File: src/rtl/x_300_mod_997_seq_pkg.sv
// mod997_pkg: shared constants and types for the iterative 300-bit mod-997 reducer
package mod997_pkg;
  localparam int MOD = 997;
  localparam int CHUNK = 10;
  localparam int W = 300;
  localparam int NCHUNK = 30;
  localparam int K27 = 27;
  typedef enum logic [1:0] {IDLE, RUN, DONE} state_t;
  typedef logic [4:0] cnt_t;
endpackage

File: src/rtl/x_300_mod_997_seq_if.sv
// x_300_mod_997_seq_if: operand and residue handshakes for the mod-997 reducer
interface x_300_mod_997_seq_if;
  import mod997_pkg::*;
  logic in_valid;
  logic in_ready;
  logic [W-1:0] X;
  logic out_valid;
  logic out_ready;
  logic [9:0] R;
  logic busy;
  modport master(output in_valid, X, out_ready, input in_ready, out_valid, R, busy);
  modport slave(input in_valid, X, out_ready, output in_ready, out_valid, R, busy);
endinterface

File: src/rtl/x_300_mod_997_seq_fold_step.sv
// mod997_fold_step: one Horner step, (acc*1024 + c) mod 997 for acc < 997
module mod997_fold_step
  import mod997_pkg::*;
(
  input  logic [9:0] acc,
  input  logic [9:0] c,
  output logic [9:0] acc_next
);
  logic [14:0] t;
  logic [10:0] u;
  logic [10:0] v;
  // 2^10 = 27 (mod 997), so each bit-10 overflow folds back as a multiple of 27
  assign t = 15'(acc) * 15'(K27) + 15'(c);
  assign u = 11'(t[9:0]) + 11'(t[14:10]) * 11'(K27);
  assign v = 11'(u[9:0]) + (u[10] ? 11'(K27) : 11'd0);
  assign acc_next = (v >= 11'(MOD)) ? 10'(v - 11'(MOD)) : v[9:0];
endmodule

File: src/rtl/x_300_mod_997_seq.sv
// x_300_mod_997_seq: walks a 300-bit operand 10 bits per cycle, MSB first, to get X mod 997
module x_300_mod_997_seq
  import mod997_pkg::*;
(
  input logic clk,
  input logic rst,
  x_300_mod_997_seq_if.slave bus
);
  state_t state, state_n;
  cnt_t cnt;
  logic [9:0] acc, acc_next, r_q;
  logic [W-1:0] sr;
  mod997_fold_step u_fold (
    .acc(acc),
    .c(sr[W-1 -: CHUNK]),
    .acc_next(acc_next)
  );
  always_comb begin
    state_n = state;
    case (state)
      IDLE: state_n = bus.in_valid ? RUN : IDLE;
      RUN: state_n = (cnt == '0) ? DONE : RUN;
      DONE: state_n = bus.out_ready ? IDLE : DONE;
      default: state_n = IDLE;
    endcase
  end
  always_ff @(posedge clk or posedge rst)
    if (rst) state <= IDLE;
    else state <= state_n;
  always_ff @(posedge clk or posedge rst)
    if (rst) begin
      acc <= '0;
      cnt <= '0;
      sr <= '0;
      r_q <= '0;
    end else if (state == IDLE && bus.in_valid) begin
      sr <= bus.X;
      acc <= '0;
      cnt <= cnt_t'(NCHUNK - 1);
    end else if (state == RUN) begin
      acc <= acc_next;
      sr <= {sr[W-CHUNK-1:0], {CHUNK{1'b0}}};
      cnt <= cnt - cnt_t'(1);
      if (cnt == '0) r_q <= acc_next;
    end
  assign bus.in_ready = state == IDLE;
  assign bus.out_valid = state == DONE;
  assign bus.busy = state != IDLE;
  assign bus.R = r_q;
endmodule

File: src/flat_wrapper.sv
// flat-port wrapper written by rule: the top's interface ports become plain ports
module x_300_mod_997_seq_flat import mod997_pkg::*;
  (clk, rst, bus_in_valid, bus_X, bus_out_ready, bus_in_ready, bus_out_valid, bus_R, bus_busy);
  x_300_mod_997_seq_if bus_i ();
  input logic clk;
  input logic rst;
  input wire logic [$bits(bus_i.in_valid)-1:0] bus_in_valid;
  input wire logic [$bits(bus_i.X)-1:0] bus_X;
  input wire logic [$bits(bus_i.out_ready)-1:0] bus_out_ready;
  output wire logic [$bits(bus_i.in_ready)-1:0] bus_in_ready;
  output wire logic [$bits(bus_i.out_valid)-1:0] bus_out_valid;
  output wire logic [$bits(bus_i.R)-1:0] bus_R;
  output wire logic [$bits(bus_i.busy)-1:0] bus_busy;
  assign bus_i.in_valid = bus_in_valid;
  assign bus_i.X = bus_X;
  assign bus_i.out_ready = bus_out_ready;
  assign bus_in_ready = bus_i.in_ready;
  assign bus_out_valid = bus_i.out_valid;
  assign bus_R = bus_i.R;
  assign bus_busy = bus_i.busy;
  x_300_mod_997_seq u_core (.clk(clk), .rst(rst), .bus(bus_i));
endmodule
File: config.mk
export PLATFORM = sky130hd
export DESIGN_NAME = x_300_mod_997_seq_flat
export DESIGN_NICKNAME = d
export VERILOG_FILES = /design/src/rtl/x_300_mod_997_seq_pkg.sv /design/src/rtl/x_300_mod_997_seq_if.sv /design/src/rtl/x_300_mod_997_seq_fold_step.sv /design/src/rtl/x_300_mod_997_seq.sv /design/src/flat_wrapper.sv
export SDC_FILE = /design/constraint.sdc
export NUM_CORES = 1
export LEC_CHECK = 0
export BUFFER_PORTS_ARGS = -buffer_cell sky130_fd_sc_hd__buf_2
export CAP_MARGIN = 20
export CORE_UTILIZATION = 40
export CTS_CLUSTER_SIZE = 12
export DETAILED_ROUTE_END_ITERATION = 8
export PLACE_DENSITY = 0.61
export SLEW_MARGIN = 20
export SYNTH_ARGS = -nofsm -noshare
export SYNTH_HDL_FRONTEND = slang
export SYNTH_SLANG_ARGS = --single-unit
File: constraint.sdc
create_clock -name clk -period 11.3 [get_ports clk]
set_input_delay 1.13 -clock clk [delete_from_list [all_inputs] [get_ports clk]]
set_output_delay 1.13 -clock clk [all_outputs]
set_load 0.01 [all_outputs]
## After elaboration in Yosys (flattened, before gate mapping)

Cells that the tools add are included.
Widths: inputs -> output; s select.

- Add/subtract/negate cells: 5
- Multiply operators: 2
- Div/mod/pow operators: 0
- $lt $le $gt $ge: 1
- Eq/ne operators: 2
- Shift operators: 0
- Muxes and demuxes: 12
- Bitwise logic cells: 1
- Reduce and logical (&&, ||, !) cells: 6

Operator list:

| kind | number |
|---|---|
| $mux 300 | 2 |
| $mux 10 | 3 |
| $add 15x10->15 | 1 |
| $mul 10x5->15 const B | 1 |
| $mux 5 | 3 |
| $add 10x10->11 | 1 |
| $add 10x5->11 | 1 |
| $ge 11x10->1 const B | 1 |
| $mul 5x5->10 const B | 1 |
| $sub 10x10->10 const B | 1 |
| $pmux 2 s3 | 1 |
| $logic_not 5->1 | 1 |
| $sub 5x1->5 const B | 1 |
| $mux 2 | 2 |
| $reduce_bool 2->1 | 2 |
| $reduce_and 3->1 | 1 |
| $eq 2x1->1 const B | 1 |
| $eq 2x2->1 const B | 1 |
| $logic_not 2->1 | 1 |
| $logic_and 1x1->1 | 1 |
| $mux 1 | 1 |
| $not 1->1 | 1 |

- Register bits: 327
- Latch bits: 0
- Bits in writable memories: 0
- Bits in read-only memories: 0
- Input port bits: 304
- Output and inout bits: 13
- Memories kept: 0

## Depth between registers and ports, before layout

Gate-level depths: netlist (run 1).

- Depth after elaboration: 10
- Gate-level depth with buffers: 38

## By module

From an unflattened synthesis (run 1), not the netlist that was laid out.

- Cells, all modules: 1770
- Area, all modules: 16766.1 sq um

Modules (own cells, without submodules):

| module | times used | cells each | area an instance (sq um) |
|---|---|---|---|
| x_300_mod_997_seq | 1 | 1403 | 13674.4 |
| mod997_fold_step | 1 | 367 | 3091.7 |

## Least setup slack after synthesis (run 1)

Ideal clock, no wire load.

- Path type: reg-to-reg
- From: register u_core.acc[4]
- To: register u_core.r_q[6] (netlist: u_core.bus.R[6])
- Library setup time: 0.131 ns
- Arrival time: 9.055 ns
- Slack: 2.114 ns
- Stages on the path, launching flop included: 35
- Period minus slack after synthesis: 9.186 ns
- Path through: dfrtp_1 fa_1 inv_1 fa_1 fa_1 inv_1 ha_1 nand2b_1 a21boi_0 nor3_1 o311ai_0 a21o_1 a21oi_1 xnor2_1 ha_1 fa_1 inv_1 fa_1 inv_1 ha_1 o211a_1 o31a_1 o31ai_1 nor2_1 ha_1 nand3_1 nand2_1 or4_1 a31oi_1 nand2_1 or4b_4 a2111oi_4 and3b_1 o22a_1 o21ai_1

- Word-level cells in the longest chain between the ends: 8

Ends and longest elaborated chain:

| element | line | text |
|---|---|---|
| start: declaration | x_300_mod_997_seq.sv:11 | `logic [9:0] acc, acc_next, r_q;` |
| start signal: assignment | x_300_mod_997_seq.sv:41 | `acc <= acc_next;` |
| $mul 10x5->15 * | x_300_mod_997_seq_fold_step.sv:13 | `assign t = 15'(acc) * 15'(K27) + 15'(c);` |
| $add 15x10->15 * | x_300_mod_997_seq_fold_step.sv:13 |  |
| $mul 5x5->10 | x_300_mod_997_seq_fold_step.sv:14 | `assign u = 11'(t[9:0]) + 11'(t[14:10]) * 11'(K27);` |
| $add 10x10->11 * | x_300_mod_997_seq_fold_step.sv:14 |  |
| $mux 5 | x_300_mod_997_seq_fold_step.sv:15 | `assign v = 11'(u[9:0]) + (u[10] ? 11'(K27) : 11'd0);` |
| $add 10x5->11 * | x_300_mod_997_seq_fold_step.sv:15 |  |
| $sub 10x10->10 / $ge 11x10->1 (equally long branches) | x_300_mod_997_seq_fold_step.sv:16 | `assign acc_next = (v >= 11'(MOD)) ? 10'(v - 11'(MOD)) : v[9:0];` |
| $mux 10 * | x_300_mod_997_seq_fold_step.sv:16 |  |
| end signal: assignment | x_300_mod_997_seq.sv:44 | `if (cnt == '0) r_q <= acc_next;` |
| end: declaration | x_300_mod_997_seq.sv:11 |  |

Every way passes the cells marked *; elsewhere a longest branch is shown, timed or not.
A chain may end at the register's enable or synchronous reset.

## Worst setup path in the final report (run 1)

- From: register u_core.acc[4]
- To: register u_core.acc[0]

- Word-level cells in the longest chain between the ends: 10

Ends and longest elaborated chain:

| element | line | text |
|---|---|---|
| $mul 10x5->15 * | x_300_mod_997_seq_fold_step.sv:13 |  |
| $add 15x10->15 * | x_300_mod_997_seq_fold_step.sv:13 |  |
| $mul 5x5->10 | x_300_mod_997_seq_fold_step.sv:14 |  |
| $add 10x10->11 * | x_300_mod_997_seq_fold_step.sv:14 |  |
| $mux 5 | x_300_mod_997_seq_fold_step.sv:15 |  |
| $add 10x5->11 * | x_300_mod_997_seq_fold_step.sv:15 |  |
| $sub 10x10->10 / $ge 11x10->1 (equally long branches) | x_300_mod_997_seq_fold_step.sv:16 |  |
| $mux 10 * | x_300_mod_997_seq_fold_step.sv:16 |  |
| $mux 10 * | x_300_mod_997_seq.sv:40 | `end else if (state == RUN) begin` |
| $mux 10 * | x_300_mod_997_seq.sv:36 | `end else if (state == IDLE && bus.in_valid) begin` |

Every way passes the cells marked *; elsewhere a longest branch is shown, timed or not. The select of a mux whose other input is x is not followed.

==> results of run 1 <==
==> through the flow <==
stage / worst slack, ns / utilization, % / cells
after floorplan: 1.12 / - / 1739
after global placement: 1.34 / 45.8 / 2488
after detailed placement: 1.10 / 45.8 / 2488
after CTS: 1.07 / 48.8 / 2554
after global routing: 0.371 / 48.9 / 2558
final: 1.00 / 48.9 / 2562
==> logic make-up after synthesis <==
group | Yosys count | synth area share (%)
buffers and inverters | 192 | 4.42
adder cells (fa/ha/maj) | 93 | 8.66
AO/OA/AOI/OAI | 385 | 17.6
flip-flops | 327 | 50.2
XOR/XNOR | 33 | 1.77
multiplexers | 2 | 0.131
AND/OR/NAND/NOR | 707 | 17.2
==> registers in the layout (all words and copies together), names as in the netlist <==
name,count
u_core.sr,300
u_core.state,2
u_core.bus.R,10
u_core.acc,10
u_core.cnt,5
==> per-layer routing <==
layer | vias to the layer above | track usage [%] | wire length [microns]
met5 | - | 0 | 87
met4 | 16 | 6.50 | 972
met3 | 74 | 5.50 | 3030
met2 | 354 | 35.1 | 21800
met1 | 6509 | 28.7 | 19500
li1 | 6470 | - | -
==> placed cells by master (no fill, tap or decap), types with 8 or more instances in the layout <==
master and count:
a21oi_1 15, diode_2 8, inv_1 86, o21ai_0 16, a22oi_1 292, nand2_1 626
xor2_1 11, ha_1 60, nor2_1 19, o31ai_1 9, fa_1 33, buf_4 12
nand3_1 18, dfrtp_1 327, buf_2 316, clkbuf_8 13, a21o_1 8, xnor2_1 22
clkbuf_16 39, o21ai_1 8
==> critical path: cells and delay by family, from the launching register on <==
kind / cells / cell delay (ns)
flip-flops: 1 / 0.46
adder cells (fa/ha/maj): 9 / 3.87
AND/OR/NAND/NOR: 9 / 1.86
AO/OA/AOI/OAI: 10 / 2.94
buffers and inverters: 4 / 0.18
XOR/XNOR: 2 / 0.86
==> layout make-up <==
class	instances	area, sq um	share of cell area, %
clock inverter	7	42.5	0.218
clock buffer	59	1180	6.05
inverter	87	334	1.71
antenna	8	20.0	0.103
multi-input combinational	1220	7400	37.9
sequential	327	8180	41.9
tap	525	657	3.37
timing repair buffer	329	1690	8.67
==> path summary, 6_finish.rpt <==
check / end / from / depth (start not counted) / slack, ns
max: u_core.acc[0] / u_core.acc[4] / 34 / 1.00
min: u_core.sr[143] / u_core.sr[143] / 2 / 0.47
max reg2reg: u_core.acc[0] / u_core.acc[4] / 34 / 1.00
min reg2reg: u_core.sr[143] / u_core.sr[143] / 2 / 0.47
max in group asynchronous: u_core.sr[69] / rst / 4 / 8.29
min in group asynchronous: u_core.sr[188] / rst / 2 / 0.74
==> flow_summary.json, run 1 <==
{
  "wire_per_inst_microns": 17.7,
  "synthTopCellsByCount": "626 x nand2_1, 327 x dfrtp_1, 292 x a22oi_1",
  "critPathMaxStageDelay_ns": 0.76,
  "clock.fmax_mhz": 97.1,
  "drtIter0Drc": 1082,
  "critPathRequiredTime_ns": 11.70,
  "syn-num-nets": 2136,
  "area_delta_synth_final_pct": 19.8,
  "cts-root-buf": "clkbuf_16",
  "hold_buffers": 0,
  "vias": 13400,
  "hp-class": "flop to flop",
  "synth_edf_count": 0,
  "crit_slowest_cell": "o311ai_0",
  "coreArea_sq_um": 39900,
  "yosysSeqAreaShare_pct": 50.2,
  "cts_tree": "built",
  "yosysTopAreaCell": "dfrtp_1",
  "ys_seq_elements": 327,
  "cap_violations": 0,
  "post-route-period-util_pct": 91.1,
  "hpwlAfterDp_microns": 31100,
  "synth.distinct_cells": 54,
  "post_cts_buffers": 0,
  "dpl_cell_area_sq_um": 18300,
  "numCtsBuffers": 38,
  "min_period_ns": 10.30,
  "globalplace.congestion": 0.855,
  "worst_setup_path_start_kind": "flop",
  "path_max_fanout": 8,
  "io_pins": 317,
  "fin_skew_ns": 0.00951,
  "drive_gt1_share_pct": 19.8,
  "synth_cells": 1739,
  "cts-resized-gates": 0,
  "yosysWarnings": 0,
  "criticalPathCategory": "flop to flop",
  "die_h_microns": 204,
  "synthFlopType": "dfrtp_1",
  "synth_top_area_share_pct": 50.2,
  "die_area_sq_um": 41500,
  "worst_pin_slew_ns": 1.26,
  "slew_violations": 0,
  "status": "finished clean",
  "antenna_found_initial": 16,
  "clock_sinks": 327,
  "antenna_left": 0,
  "overflow": 0,
  "yosys-top-cells-area": "dfrtp_1 50%, nand2_1 14%, a22oi_1 13%",
  "setup_viol": 0,
  "grt_pass1_wl_microns": 71700,
  "relSlewSlack_pct": 15.7,
  "grt_start_max_net_pins": 223,
  "grt_use_total_pct": 21.7,
  "postSynthAreaPerCell_sq_um": 9.37,
  "clkTransAtPathRegs_ns": 0.06,
  "route.detailed.drc": 0,
  "n_fill_cell": 3861,
  "rows": 73,
  "rsz0062_at_grt": "false",
  "arrival_ns": 10.70,
  "yosysMostFrequentCell": "nand2_1",
  "hold_viol": 0,
  "detail_route.vias_per_cell": 5.24,
  "fin_setup_tns_ns": 0,
  "finalHoldWorstSlack_ns": 0.472,
  "htree_levels": 2,
  "die_w_microns": 204,
  "cts_max_path_buffers": 3,
  "final_cell_area_sq_um": 19500,
  "insertion_delay_ns": 0.54,
  "end_kind": "flop",
  "syn_area_sq_um": 16300,
  "firstDrtPassIters": 5,
  "io_buffers": 316,
  "synth-async-reset-ratio_pct": 100,
  "cpMostUsedCell": "fa_1",
  "routed_wl_microns": 45400,
  "grt_pass1_vias": 13100,
  "nets": 2400,
  "initial_core_util_pct": 40.8
}
Power of run 1 is left out: the tool's default activity adds up to more than one toggle a clock period on the data nets, which glitch-free logic cannot reach.
==> inputs of run 2 (changes only) <==
==> constraint.sdc (replaced) <==
create_clock -name clk -period 11.95 [get_ports clk]
set_input_delay 1.7925 -clock clk [delete_from_list [all_inputs] [get_ports clk]]
set_output_delay 1.7925 -clock clk [all_outputs]
set_load 0.01 [all_outputs]
==> flow_summary.json, run 2 (synthesis results as in run 1) <==
{
  "arrival_ns": 10.65,
  "rows": 73,
  "antenna_found_initial": 17,
  "clock_sinks": 327,
  "overflow": 0,
  "nets": 2399,
  "critPathMaxStageDelay_ns": 0.72,
  "route.detailed.drc": 0,
  "status": "finished clean",
  "die_h_microns": 204,
  "numCtsBuffers": 37,
  "n_fill_cell": 3785,
  "cts_tree": "built",
  "final_common_cell": "nand2_1",
  "grt_pass1_vias": 13200,
  "vias": 13300,
  "die_w_microns": 204,
  "die_area_sq_um": 41500,
  "initial_core_util_pct": 40.8,
  "cts-root-buf": "clkbuf_16",
  "post-route-period-util_pct": 85.7,
  "criticalPathCategory": "flop to flop",
  "rr_worst_depth": 34,
  "cts_max_path_buffers": 3,
  "path_max_fanout": 8,
  "routed_wl_microns": 45400,
  "coreArea_sq_um": 39900,
  "io_buffers": 316,
  "hpwlAfterDp_microns": 30900,
  "regMostFlops": "u_core.sr",
  "hold_buffers": 0,
  "hold_viol": 0,
  "setup_viol": 0,
  "detail_route.vias_per_cell": 5.20,
  "whs_path_depth": 2,
  "drive_gt1_share_pct": 19.7,
  "grt_pass1_wl_microns": 71400,
  "fin_setup_tns_ns": 0,
  "cpMostUsedCell": "fa_1",
  "grt_start_max_net_pins": 224,
  "antenna_left": 0,
  "largest_reg_flops": 300,
  "crit_slowest_cell": "o311ai_0",
  "htree_levels": 2,
  "clock.fmax_mhz": 97.6,
  "insertion_delay_ns": 0.54,
  "io_pins": 317,
  "grt_use_total_pct": 21.7,
  "layout_common_cells": "626 x nand2_1, 327 x dfrtp_1, 316 x buf_2",
  "relSlewSlack_pct": 26.6,
  "globalplace.congestion": 0.852,
  "fin_skew_ns": 0.00893,
  "min_period_ns": 10.25,
  "end_kind": "flop",
  "cts-resized-gates": 0,
  "rsz0062_at_grt": "false",
  "worst_setup_path_start_kind": "flop",
  "slew_violations": 0,
  "hp-class": "flop to flop",
  "clkTransAtPathRegs_ns": 0.06,
  "worst_pin_slew_ns": 1.10,
  "drtIter0Drc": 1013,
  "critPathRequiredTime_ns": 12.35,
  "area_delta_synth_final_pct": 20.1,
  "firstDrtPassIters": 5,
  "cap_violations": 0,
  "post_cts_buffers": 0,
  "wire_per_inst_microns": 17.7
}
[run 2: layout make-up]
cell class | instances | area (sq um) | share of cell area, %
clock inverters | 11 | 159 | 0.812
clock buffers | 54 | 1110 | 5.69
diodes | 10 | 25.0 | 0.128
repair buffers | 329 | 1690 | 8.65
inverters | 87 | 334 | 1.71
multi-input cells | 1220 | 7400 | 37.8
flip-flops and latches | 327 | 8180 | 41.8
well taps | 525 | 657 | 3.36
[run 2: worst paths after layout]
path	from	end	slack, ns
max	u_core.acc[4]	u_core.acc[0]	1.70
min	u_core.sr[182]	u_core.sr[182]	0.47
max reg2reg	u_core.acc[4]	u_core.acc[0]	1.70
min reg2reg	u_core.sr[182]	u_core.sr[182]	0.47
max in group asynchronous	rst	u_core.sr[28]	8.21
min in group asynchronous	rst	u_core.sr[188]	1.45
[run 2: routing by layer]
layer  part of all wire, %  up-vias  GRT usage, %  wire length (microns)
met4                   2.0       14          6.95                    920
met3                   6.8       71          5.82                   3100
met2                    49      334          35.4                  22100
met5                  0.17        -             0                     79
li1                      -     6471             -                      -
met1                    42     6431          27.8                  19200
[run 2: worst max-delay path: cells and delay by family (launching register included)]
kind,cells,cell delay [ns]
flops,1,0.46
fa+ha+maj,9,3.87
simple gates,9,1.80
compound gates,10,2.92
xor+xnor,2,0.83
buf+inv,4,0.18
[run 2: per-stage QoR]
step / hold slack [ns] / worst slack (ns) / instance area, sq um / cells / util (%)
2_1_floorplan: 0.446 / 1.10 / 16300 / 1739 / -
3_3_place_gp: 0.458 / 1.98 / 18300 / 2488 / 45.8
3_5_place_dp: 0.463 / 1.82 / 18300 / 2488 / 45.8
4_1_cts: 0.477 / 1.79 / 19500 / 2553 / 49.0
5_1_grt: 0.486 / 1.05 / 19500 / 2556 / 49.0
6_report: 0.473 / 1.70 / 19600 / 2563 / 49.0
Power of run 2 is left out for the same reason.
==> inputs of run 3 (changes only) <==
--- a/config.mk
+++ b/config.mk
@@ -5,9 +5,11 @@
 export SDC_FILE = /design/constraint.sdc
 export NUM_CORES = 1
 export LEC_CHECK = 0
+export ABC_AREA = 1
 export BUFFER_PORTS_ARGS = -buffer_cell sky130_fd_sc_hd__buf_2
 export CAP_MARGIN = 20
 export CORE_UTILIZATION = 40
+export CTS_BUF_LIST = sky130_fd_sc_hd__clkbuf_16
 export CTS_CLUSTER_SIZE = 12
 export DETAILED_ROUTE_END_ITERATION = 8
 export PLACE_DENSITY = 0.61
==> flow_summary.json, run 3 <==
{
  "overflow": 0,
  "worst_setup_path_start_kind": "flop",
  "crit_slowest_cell": "fa_1",
  "clock_sinks": 327,
  "cts-root-buf": "clkbuf_16",
  "detail_route.vias_per_cell": 5.15,
  "yosysSeqAreaShare_pct": 48.8,
  "wire_per_inst_microns": 17.7,
  "layout_common_cells": "423 x nand2_1, 420 x inv_1, 327 x dfrtp_1",
  "syn-num-nets": 2226,
  "arrival_ns": 8.73,
  "wl_met1_microns": 21800,
  "postSynthAreaPerCell_sq_um": 9.17,
  "cap_violations": 0,
  "grt_pass1_vias": 13600,
  "htree_levels": 2,
  "cts_max_path_buffers": 3,
  "path_max_fanout": 8,
  "rows": 74,
  "largest_reg_flops": 300,
  "synth_edf_count": 0,
  "grt_start_max_net_pins": 146,
  "die_area_sq_um": 42800,
  "hpwlAfterDp_microns": 33500,
  "synth_cells": 1829,
  "relSlewSlack_pct": 35.3,
  "end_kind": "flop",
  "synthFlopType": "dfrtp_1",
  "globalplace.congestion": 0.850,
  "antenna_found_initial": 25,
  "violations": "DRC",
  "dpl_cell_area_sq_um": 18800,
  "grt_pass1_wl_microns": 73500,
  "post-route-period-util_pct": 69.4,
  "criticalPathCategory": "flop to flop",
  "yosysTopAreaCell": "dfrtp_1",
  "synth_xor_area_share_pct": 1.20,
  "numCtsBuffers": 38,
  "status": "complete, but fails checks",
  "hp-class": "flop to flop",
  "critPathRequiredTime_ns": 12.38,
  "ys_seq_elements": 327,
  "synth_top_area_share_pct": 48.8,
  "die_h_microns": 207,
  "regMostFlops": "u_core.sr",
  "setup_viol": 0,
  "slew_violations": 0,
  "coreArea_sq_um": 41100,
  "final_common_cell": "nand2_1",
  "drive_gt1_share_pct": 19.9,
  "vias": 13800,
  "grt_use_total_pct": 22.1,
  "firstDrtPassIters": 7,
  "synth-compound-area-share_pct": 16.8,
  "hold_buffers": 0,
  "nets": 2493,
  "syn_area_sq_um": 16800,
  "antenna_left": 0,
  "yosys-top-cells-area": "dfrtp_1 49%, o221ai_1 15%, nand2_1 9.5%",
  "io_pins": 317,
  "yosysWarnings": 0,
  "critPathMaxStageDelay_ns": 0.54,
  "cts_tree": "built",
  "wl_met2_microns": 21400,
  "die_w_microns": 207,
  "hold_viol": 0,
  "clock.fmax_mhz": 121,
  "routed_wl_microns": 47300,
  "maxUsedRoutingLayer": "met5",
  "synth-async-reset-ratio_pct": 100,
  "cts-resized-gates": 0,
  "drtIter0Drc": 1043,
  "initial_core_util_pct": 40.8,
  "area_delta_synth_final_pct": 19.2,
  "route.detailed.drc": 22,
  "synth.distinct_cells": 40,
  "worst_pin_slew_ns": 0.971,
  "rsz0062_at_grt": "false",
  "post_cts_buffers": 0,
  "fin_setup_tns_ns": 0,
  "clkTransAtPathRegs_ns": 0.06,
  "synthTopCellsByCount": "423 x nand2_1, 415 x inv_1, 327 x dfrtp_1",
  "insertion_delay_ns": 0.55,
  "wl_met3_microns": 2720,
  "fin_skew_ns": 0.0154,
  "synth_fa_ha_area_share_pct": 8.41,
  "synth_top_family_by_area": "compound AO/OA/AOI/OAI gates",
  "io_buffers": 316,
  "final_cell_area_sq_um": 20000,
  "yosysMostFrequentCell": "nand2_1",
  "synth-simple-area-share_pct": 13.1,
  "min_period_ns": 8.30,
  "synthMuxAreaShare_pct": 0
}
run 3: cell types whose count changed after synthesis, sizes merged, moves of 7 or more:
cell | before | now
nand2 | 626 | 443
a21o | 8 | 1
xnor2 | 22 | 5
inv | 87 | 419
o211ai | 2 | 9
nand2b | 7 | 0
o31ai | 9 | 1
a22oi | 292 | 0
o221ai | 0 | 283
nand3 | 18 | 44
xor2 | 11 | 18
clkbuf | 103 | 95
run 3: area by class of cell:
cell class,instances,area (sq um)
fill,3987,21100
multi-input combinational,981,6630
antenna,19,47.5
clock inverter,29,221
sequential,327,8180
timing repair buffer,327,1660
clock buffer,39,976
tap,532,666
inverter,421,1610
run 3: worst paths after layout:
kind | start | end | slack [ns] | depth (start not counted)
setup / recovery | u_core.acc[4] | u_core.bus.R[6] | 3.65 | 43
hold reg to reg | u_core.bus.R[9] | u_core.bus.R[9] | 0.49 | 2
max in group asynchronous | rst | u_core.sr[31] | 8.31 | 4
hold / removal | u_core.bus.R[9] | u_core.bus.R[9] | 0.49 | 2
setup reg to reg | u_core.acc[4] | u_core.bus.R[6] | 3.65 | 43
min in group asynchronous | rst | u_core.sr[210] | 1.46 | 2
run 3: kinds of logic after synthesis:
family / count (synthesis)
buffers and inverters: 521
AO/OA/AOI/OAI: 339
AND/OR/NAND/NOR: 526
adder cells (fa/ha/maj): 93
XOR/XNOR: 23
flip-flops: 327
run 3: critical path, delay by kind of cell (launching register included):
family / cells / cell delay (ns)
AOI/OAI and AO/OA: 5 / 0.79
xor gates and xnor gates: 1 / 0.43
adders and majority gates: 10 / 4.03
buffers and inverters: 7 / 0.40
DFF: 1 / 0.45
and+or+nand+nor: 20 / 2.10
run 3: layer usage:
metal	global-route usage, %	vias up
li1	-	6640
met1	31.3	6665
met2	33.0	364
met3	4.93	95
met4	7.90	14
met5	0	-
run 3: metrics by stage:
stage / util (%) / setup slack (ns) / hold slack [ns] / std cells
6_report: 48.7 / 3.65 / 0.486 / 2675
5_1_grt: 48.6 / 2.98 / 0.539 / 2668
4_1_cts: 48.5 / 3.67 / 0.496 / 2656
3_5_place_dp: 45.6 / 3.68 / 0.471 / 2588
3_3_place_gp: 45.6 / 3.94 / 0.465 / 2588
2_1_floorplan: - / 1.10 / 0.474 / 1829
Power of run 3 is left out for the same reason.
